## config.mk

```make
export PLATFORM = sky130hd
export DESIGN_NAME = nes_button_datapath
export DESIGN_NICKNAME = d
export VERILOG_FILES = /design/src/rtl/nes_pkg.sv /design/src/rtl/nes_mod_counter.sv /design/src/rtl/nes_button_datapath.sv
export SDC_FILE = /design/constraint.sdc
export NUM_CORES = 1
export LEC_CHECK = 0
export ABC_CLOCK_PERIOD_IN_PS = 4650
export BUFFER_PORTS_ARGS = -buffer_cell sky130_fd_sc_hd__buf_2
export CORE_ASPECT_RATIO = 1.25
export CORE_MARGIN = 2
export CORE_UTILIZATION = 55
export DETAILED_ROUTE_END_ITERATION = 7
export PLACE_DENSITY = 0.75
export SYNTH_ARGS = -nofsm -noshare
export SYNTH_HDL_FRONTEND = slang
export SYNTH_SLANG_ARGS = --single-unit
```

## constraint.sdc

```tcl
create_clock -name clk -period 4.65 [get_ports clk]
set_input_delay 1.395 -clock clk [delete_from_list [all_inputs] [get_ports clk]]
set_output_delay 1.395 -clock clk [all_outputs]
set_load 0.02 [all_outputs]
```

## src/rtl/nes_pkg.sv

```systemverilog
// rtl/nes_pkg.sv - shared definitions for the NES button datapath
//
// Purpose: control-word field positions, counter control encodings,
//          controller button codes and committed-button bit indices.
// Ports:   none (package).
package nes_pkg;

  // Control word field positions
  localparam int CW_DLY_HI  = 9;
  localparam int CW_DLY_LO  = 8;
  localparam int CW_CODE_HI = 7;
  localparam int CW_CODE_LO = 4;
  localparam int CW_LATCH   = 3;
  localparam int CW_PULSE   = 2;
  localparam int CW_TICK_HI = 1;
  localparam int CW_TICK_LO = 0;

  // Counter control; 2'b10 is unused and behaves as hold
  typedef enum logic [1:0] {
    CTRL_HOLD = 2'b00,
    CTRL_INC  = 2'b01,
    CTRL_CLR  = 2'b11
  } ctrl_e;

  // Button codes carried in cw[7:4]
  typedef enum logic [3:0] {
    CODE_NONE   = 4'd0,
    CODE_A      = 4'd1,
    CODE_B      = 4'd2,
    CODE_SELECT = 4'd3,
    CODE_START  = 4'd4,
    CODE_UP     = 4'd5,
    CODE_DOWN   = 4'd6,
    CODE_LEFT   = 4'd7,
    CODE_RIGHT  = 4'd8
  } code_e;

  // Bit indices within buttons
  localparam int BTN_A      = 0;
  localparam int BTN_B      = 1;
  localparam int BTN_SELECT = 2;
  localparam int BTN_START  = 3;
  localparam int BTN_UP     = 4;
  localparam int BTN_DOWN   = 5;
  localparam int BTN_LEFT   = 6;
  localparam int BTN_RIGHT  = 7;

  // True for the codes that name a real button slot
  function automatic logic is_sample_code(input logic [3:0] code);
    return (code >= CODE_A) && (code <= CODE_RIGHT);
  endfunction

endpackage

```

## src/rtl/nes_mod_counter.sv

```systemverilog
// rtl/nes_mod_counter.sv - modulo counter with hold/increment/clear control
//
// Purpose: counts 0..MODULUS-1 under ctrl, wrapping on increment at the top.
// Ports:   clk       - clock, rising edge
//          reset_n   - synchronous active-low reset, clears count
//          ctrl      - HOLD / INC / CLR (2'b10 holds)
//          count     - current count
//          terminal  - combinational, high when incrementing from MODULUS-1
module nes_mod_counter
  import nes_pkg::*;
#(
  parameter int MODULUS = 4
) (
  input  logic                                     clk,
  input  logic                                     reset_n,
  input  logic [1:0]                               ctrl,
  output logic [((MODULUS > 1) ? $clog2(MODULUS) : 1)-1:0] count,
  output logic                                     terminal
);

  localparam int W = (MODULUS > 1) ? $clog2(MODULUS) : 1;
  localparam logic [W-1:0] LAST = W'(MODULUS - 1);

  always_ff @(posedge clk) begin
    if (!reset_n) begin
      count <= '0;
    end else begin
      case (ctrl)
        CTRL_INC: count <= (count == LAST) ? '0 : count + 1'b1;
        CTRL_CLR: count <= '0;
        default:  count <= count;
      endcase
    end
  end

  // Gated by reset_n so the status lines read idle while in reset
  assign terminal = reset_n && (ctrl == CTRL_INC) && (count == LAST);

endmodule

```

## src/rtl/nes_button_datapath.sv

```systemverilog
// rtl/nes_button_datapath.sv - NES controller datapath (timing, sampling, commit)
//
// Purpose: timing counters, latch/pulse drive, serial data capture into a
//          shadow register and atomic commit of a full frame to buttons.
// Ports:   clk           - clock, rising edge
//          reset_n       - synchronous active-low reset
//          cw[9:0]       - control word from the controller FSM
//          nes_data      - asynchronous serial data, low = pressed
//          sw[1:0]       - [1] poll interval elapsed, [0] half-period tick
//          nes_latch     - registered cw[3]
//          nes_pulse     - registered cw[2]
//          buttons[7:0]  - committed button states, 1 = pressed
//          buttons_valid - one-cycle strobe when buttons updates
module nes_button_datapath
  import nes_pkg::*;
#(
  parameter int POLL_CYCLES = 420000,
  parameter int TICK_CYCLES = 150
) (
  input  logic       clk,
  input  logic       reset_n,
  input  logic [9:0] cw,
  input  logic       nes_data,
  output logic [1:0] sw,
  output logic       nes_latch,
  output logic       nes_pulse,
  output logic [7:0] buttons,
  output logic       buttons_valid
);

  localparam int DLY_W  = (POLL_CYCLES > 1) ? $clog2(POLL_CYCLES) : 1;
  localparam int TICK_W = (TICK_CYCLES > 1) ? $clog2(TICK_CYCLES) : 1;

  logic [DLY_W-1:0]  delay_count;
  logic [TICK_W-1:0] tick_count;
  logic              dly_term;
  logic              tick_term;

  logic [1:0] dly_ctrl;
  logic [1:0] tick_ctrl;
  logic [3:0] code;

  assign dly_ctrl  = cw[CW_DLY_HI:CW_DLY_LO];
  assign tick_ctrl = cw[CW_TICK_HI:CW_TICK_LO];
  assign code      = cw[CW_CODE_HI:CW_CODE_LO];

  nes_mod_counter #(.MODULUS(POLL_CYCLES)) u_delay (
    .clk      (clk),
    .reset_n  (reset_n),
    .ctrl     (dly_ctrl),
    .count    (delay_count),
    .terminal (dly_term)
  );

  nes_mod_counter #(.MODULUS(TICK_CYCLES)) u_tick (
    .clk      (clk),
    .reset_n  (reset_n),
    .ctrl     (tick_ctrl),
    .count    (tick_count),
    .terminal (tick_term)
  );

  // Counts are only observed through the terminal flags
  logic unused_counts;
  assign unused_counts = ^{delay_count, tick_count};

  assign sw = {dly_term, tick_term};

  // Pin drive: one cycle behind the control word
  always_ff @(posedge clk) begin
    if (!reset_n) begin
      nes_latch <= 1'b0;
      nes_pulse <= 1'b0;
    end else begin
      nes_latch <= cw[CW_LATCH];
      nes_pulse <= cw[CW_PULSE];
    end
  end

  // Two-flop synchronizer for the asynchronous controller data
  logic sync_1;
  logic sync_2;

  always_ff @(posedge clk) begin
    if (!reset_n) begin
      sync_1 <= 1'b0;
      sync_2 <= 1'b0;
    end else begin
      sync_1 <= nes_data;
      sync_2 <= sync_1;
    end
  end

  // A tick on a real button slot captures one bit; a tick-counter clear
  // in the same cycle takes priority and discards the sample.
  logic       sample;
  logic [2:0] bit_idx;
  logic [7:0] shadow;
  logic       commit_pending;

  assign sample  = tick_term && is_sample_code(code) && (tick_ctrl != CTRL_CLR);
  assign bit_idx = 3'(code - 4'd1);

  always_ff @(posedge clk) begin
    if (!reset_n) begin
      shadow <= '0;
    end else if (tick_ctrl == CTRL_CLR) begin
      shadow <= '0;
    end else if (sample) begin
      shadow[bit_idx] <= ~sync_2;
    end
  end

  // Commit one cycle after the Right sample so the shadow already holds it
  always_ff @(posedge clk) begin
    if (!reset_n) begin
      commit_pending <= 1'b0;
      buttons        <= '0;
      buttons_valid  <= 1'b0;
    end else begin
      commit_pending <= sample && (code == CODE_RIGHT);
      buttons_valid  <= commit_pending;
      if (commit_pending) begin
        buttons <= shadow;
      end
    end
  end

endmodule

```

Word-level counts from Yosys, hierarchy flattened
Index checks and enable logic that the tools add are counted.

storage, ports and cells
  flip-flop bits (word level) = 49
  output and inout bits = 13

operators by class
  add/subtract/negate cells = 3
  $lt $le $gt $ge = 4
  equality and inequality tests = 8
  mux-type cells = 7
  bitwise logic cells = 2
  reduce and logical (&&, ||, !) cells = 12

operators with widths
  kind                   count
  $pmux 19 s2            1
  $add 19x1->19 const B  1
  $eq 19x19->1 const B   1
  $mux 19                1
  $pmux 8 s2             1
  $logic_and 1x1->1      9
  $add 8x1->8 const B    1
  $bwmux 8               1
  $eq 8x8->1 const B     1
  $mux 8                 1
  $eq 2x1->1 const B     2
  $eq 2x2->1 const B     2
  $eq 4x4->1 const B     1
  $ge 4x1->1 const B     1
  $le 4x4->1 const B     1
  $lt 3x4->1 const B     1
  $reduce_bool 2->1      2
  $demux 1 s3            1
  $ge 3x1->1 const B     1
  $sub 3x1->3 const B    1
  $ne 2x2->1 const B     1
  $not 1->1              2
  $reduce_or 2->1        1
  $mux 1                 1

Logic depth before layout (Yosys ltp)
  depth in word-level cells = 6
  depth in mapped cells = 8

By module
A second synthesis with hierarchy kept.

second synthesis, totals
  cell total of the unflattened synthesis = 303
  area, all modules = 2,671.3 um^2

modules (own cells, without submodules)
  module                      instances  cells each  area an instance (um^2)  seq. area each (um^2)
  nes_mod_counter at u_delay  1          159         1,287.5                  380.4
  nes_button_datapath         1          90          899.6                    440.4
  nes_mod_counter at u_tick   1          54          484.2                    160.2

Worst setup path after synthesis
No wires, ideal clock.

  kind = input-to-output
  start = input cw[8]
  end = output sw[1]
  arrival time = 2.345 ns
  data required time = 3.255 ns
  setup slack = 0.910 ns
  cell stages on the path = 5
  path buffers = 2
  cell sequence = nor2b_1 -> and2_1 -> clkbuf_1 -> and4_1 -> buf_4

between the ends
  cells in the longest elaborated chain, start to end = 3

RTL lines
  element                          RTL line                   RTL
  start, declared                  nes_button_datapath.sv:22  input logic [9:0] cw,
  $eq 2x1->1                       nes_mod_counter.sv:37      assign terminal = reset_n && (ctrl == CTRL_INC) && (count == LAST);
  $logic_and 1x1->1 (2 in series)  nes_mod_counter.sv:37
  end, declared                    nes_button_datapath.sv:24  output logic [1:0] sw,

Every way passes these cells.

Worst setup path after layout
Ends and elaborated chain as after synthesis.

==> Flow_metrics.wiki <==
{| class="wikitable"
! Metric !! Value
|-
| Status || finished, final reports clean
|-
| Cell area after placement || 2613 µm²
|-
| Std-Cell Rows || 27
|-
| Logic depth of the worst register-to-register path || 7
|-
| Delay contributed by the slowest stage of the critical path || 0.28 ns
|-
| Die boundary width || 63.76 µm
|-
| Number of non-filler instances in the completed layout || 362
|-
| Placed Instances || 354
|-
| Max-slew headroom || 0.4919
|-
| Most common cell in the synthesized netlist || sky130_fd_sc_hd__dfxtp_1
|-
| Via count || 2074
|-
| Global Route Usage Sum || 0.2004
|-
| Clock network fraction of total power || 0.392
|-
| Hold path startpoint || sync_1
|-
| Total grt overflow || 0
|-
| Arrival time at the worst endpoint || 2.48 ns
|-
| Reg-to-Reg End || u_delay.count[10]
|-
| Remaining DRCs || 0
|-
| Setup Viol. Count Final || 0
|-
| CTS sink cnt || 49
|-
| Type of element launching the critical path || input pin
|-
| Maximum capacitance violations || 0
|-
| Fraction of registers with async set or reset after synthesis || 0
|-
| Number of CTS-inserted buffers || 5
|-
| Accumulated negative setup slack || 0 ns
|-
| Flops & latches, synth || 49
|-
| Critical path class || input pin to output port
|-
| Initial core utilization || 0.5633
|-
| Antenna diodes || 0
|-
| Count of boundary I/O pins || 26
|-
| Area overhead of the layout relative to synthesis || 11.11%
|-
| Net count, final || 321
|-
| Overall routed net length || 4861 µm
|-
| Launching point of the worst reg2reg path || u_delay.count[1]
|-
| Worst VDD drop || 0.1474 mV
|-
| Global Route met2 Usage || 0.3737
|-
| Clock Root Buffer || sky130_fd_sc_hd__clkbuf_8
|-
| Part of the Yosys area used for sequential elements || 0.3996
|-
| Final Util || 0.6259
|-
| Non-Filler Cell Area, Final || 2728 µm²
|-
| Leakage || 1.064 nW
|-
| Power density over cell area || 282.6 nW/µm²
|-
| Highest clock frequency the design can meet || 258.1 MHz
|-
| Kind of end point of the critical path || output port
|-
| Initial DRC count || 119
|-
| Class of the most critical hold timing path || flop to flop
|-
| Antenna-violating nets left || 0
|-
| Post-Synthesis Mean Instance Area || 8.767 µm²
|-
| Area leader, netlist || sky130_fd_sc_hd__dfxtp_1
|-
| Clock slew at reported path FFs || 0.09 ns
|-
| CTS tree || yes
|-
| Netlist cell types || 49
|-
| Global routing usage on met1 || 0.2199
|-
| Worst-Skew Late Latency || 0.30 ns
|-
| Overall die height || 78.70 µm
|-
| Actual slew at the worst max-slew pin || 0.7552 ns
|-
| Setup slack of the most critical reg-to-reg path || 2.67 ns
|-
| Final-report hold violation count || 0
|-
| Dominant register cell in the synthesized netlist || sky130_fd_sc_hd__dfxtp_1
|-
| CP max-delay cell || sky130_fd_sc_hd__and2_1
|-
| Initial antenna violation count || 0
|-
| GRT Max-Usage Layer || met2
|-
| Post-DR wirelength/cell || 13.43 µm
|-
| Hold bufs inserted after CTS || 0
|-
| Post CTS Setup Buffer Count || 0
|-
| Overall die area || 5017 µm²
|-
| Switching part of the total || 0.2212
|-
| Number of iterations in the first detailed-routing pass || 4
|-
| Final period utilization || 0.8332
|-
| CP cell instances || buf_2 > nor2b_1 > buf_4 > and2_1 > and4_1 > buf_2
|-
| Worst min-delay path endpoint || sync_2
|-
| CTS-repair resized insts || 0
|-
| Half-perimeter wire length after detailed placement || 3473 µm
|-
| Int Pwr || 0.6003 mW
|-
| Main area contributors after synthesis || sky130_fd_sc_hd__dfxtp_1 (40%), sky130_fd_sc_hd__mux2i_1 (8.2%), sky130_fd_sc_hd__nand2_1 (5.8%), sky130_fd_sc_hd__nor2b_1 (4.6%), sky130_fd_sc_hd__nand3_1 (3.1%)
|-
| Yosys synthesis warning count || 0
|-
| Crit path required time || 3.25 ns
|-
| Share of total power in sequential cells || 0.550
|-
| Max Clock Skew || 0.007188 ns
|-
| Vias in the first global route || 1945
|-
| Critical path's most frequent cell || sky130_fd_sc_hd__buf_2
|-
| Port Buf Inserts || 25
|-
| Via-to-Cell Ratio || 5.729
|-
| Netlist area before placement || 2455 µm²
|-
| Gate Count Post-Synth || 280
|-
| Gpl congestion || 0.8763
|-
| Fraction of synthesized cell area taken by the top area cell type || 0.3996
|-
| Floorplan core area || 4358 µm²
|-
| Fin. max-slew vios || 0
|-
| Fraction of power consumed by combinational cells || 0.057
|-
| Crit path max fanout || 8
|-
| Total net switching power || 0.1705 mW
|-
| H-Tree Depth || 2
|-
| Number of buffers on the longest clock path || 2
|-
| Hold-critical path depth || 1
|-
| Unrepaired setup endpoints after global routing || no
|-
| Top cells by instance count after synthesis || sky130_fd_sc_hd__dfxtp_1 (49), sky130_fd_sc_hd__nand2_1 (38), sky130_fd_sc_hd__mux2i_1 (20)
|-
| Maximum number of pins on one net before global-route repair || 19
|-
| Post-synthesis net count || 298
|-
| Met3 usage in global routing || 0.03966
|-
| Wire length of the first global-routing pass || 8135 µm
|-
| Proportion of layout cells with a drive suffix above 1 || 0.1546
|-
| Count of flip-flops with a built-in enable after synthesis || 0
|-
| Min cycle time layout || 3.874 ns
|}
worst max-delay path, delay by kind of cell:
family / cells / cell delay, ns
buffers and inverters: 3 / 0.44
AND/OR/NAND/NOR: 3 / 0.64
layout by cell type, fill, tap and decap left out, types with 6 or more instances in the layout:
cell type and count:
sky130_fd_sc_hd__dfxtp_1 49, sky130_fd_sc_hd__nor2b_1 18, sky130_fd_sc_hd__inv_1 6, sky130_fd_sc_hd__mux2i_1 20, sky130_fd_sc_hd__nand3_1 15, sky130_fd_sc_hd__nor2_1 13, sky130_fd_sc_hd__a21oi_1 8, sky130_fd_sc_hd__nor3_1 6
sky130_fd_sc_hd__o21ai_0 11, sky130_fd_sc_hd__nand2_1 38, sky130_fd_sc_hd__nand4_1 7, sky130_fd_sc_hd__buf_2 25, sky130_fd_sc_hd__and2_1 8, sky130_fd_sc_hd__nor4_1 6
stage by stage:
stage               hold slack [ns]  power [mW]  worst slack, ns
floorplan                    0.4119      0.4624           0.9103
global placement             0.4156      0.4775           0.7967
detailed placement           0.4264      0.4782           0.7770
CTS                          0.4484      0.7821           0.7694
global route                 0.4603      0.8039           0.6809
finish                       0.4426      0.7708           0.7758
state kept, by name (all words and copies together) (netlist names):
| name | flops |
|---|---|
| sync_2 | 1 |
| u_delay.count | 19 |
| u_tick.count | 8 |
| commit_pending | 1 |
| nes_pulse | 1 |
| buttons | 8 |
| nes_latch | 1 |
| shadow | 8 |
| sync_1 | 1 |
| buttons_valid | 1 |
metal layers:
layer,vias up,share of wire
met5,-,0
met4,0,0.016
met3,9,0.057
met2,61,0.51
met1,960,0.42
li1,1044,-
worst max path at each step:
stage	startpoint	end	slack (ns)	cells past startpoint
after floorplan	cw[8]	sw[1]	0.91	5
after global placement	cw[8]	sw[1]	0.80	6
after detailed placement	cw[8]	sw[1]	0.78	6
after CTS	cw[8]	sw[1]	0.77	6
after global routing	cw[8]	sw[1]	0.68	6
final	cw[8]	sw[1]	0.78	6
cell families (layout without fill, tap and decap cells):
kind of cell               Yosys count  after routing  synth area share
muxes                               20             20           0.08155
buffers and inverters               19             43           0.03772
xor gates and xnor gates             4              4           0.01427
adders and majority gates            5              5           0.02548
and+or+nand+nor                    143            143            0.3262
AOI/OAI and AO/OA                   40             40            0.1152
DFF                                 49             49            0.3996
power groups by stage:
stage	Combinational [mW]	Sequential [mW]	Clock, mW
final	0.0442	0.424	0.302
after global routing	0.0499	0.425	0.329
after CTS	0.0443	0.424	0.314
after detailed placement	0.0441	0.434	0
after global placement	0.0435	0.434	0
after floorplan	0.0275	0.435	0
cell type report:
cell class | instances | area, µm²
fillers | 374 | 1630
multi-input cells | 212 | 1381
flip-flops and latches | 49 | 980.9
repair buffers | 29 | 155.1
well taps | 58 | 72.57
clock buffers | 5 | 68.82
clock inverters | 3 | 46.29
inverters | 6 | 22.52
Power figures use the tool's default switching activity.
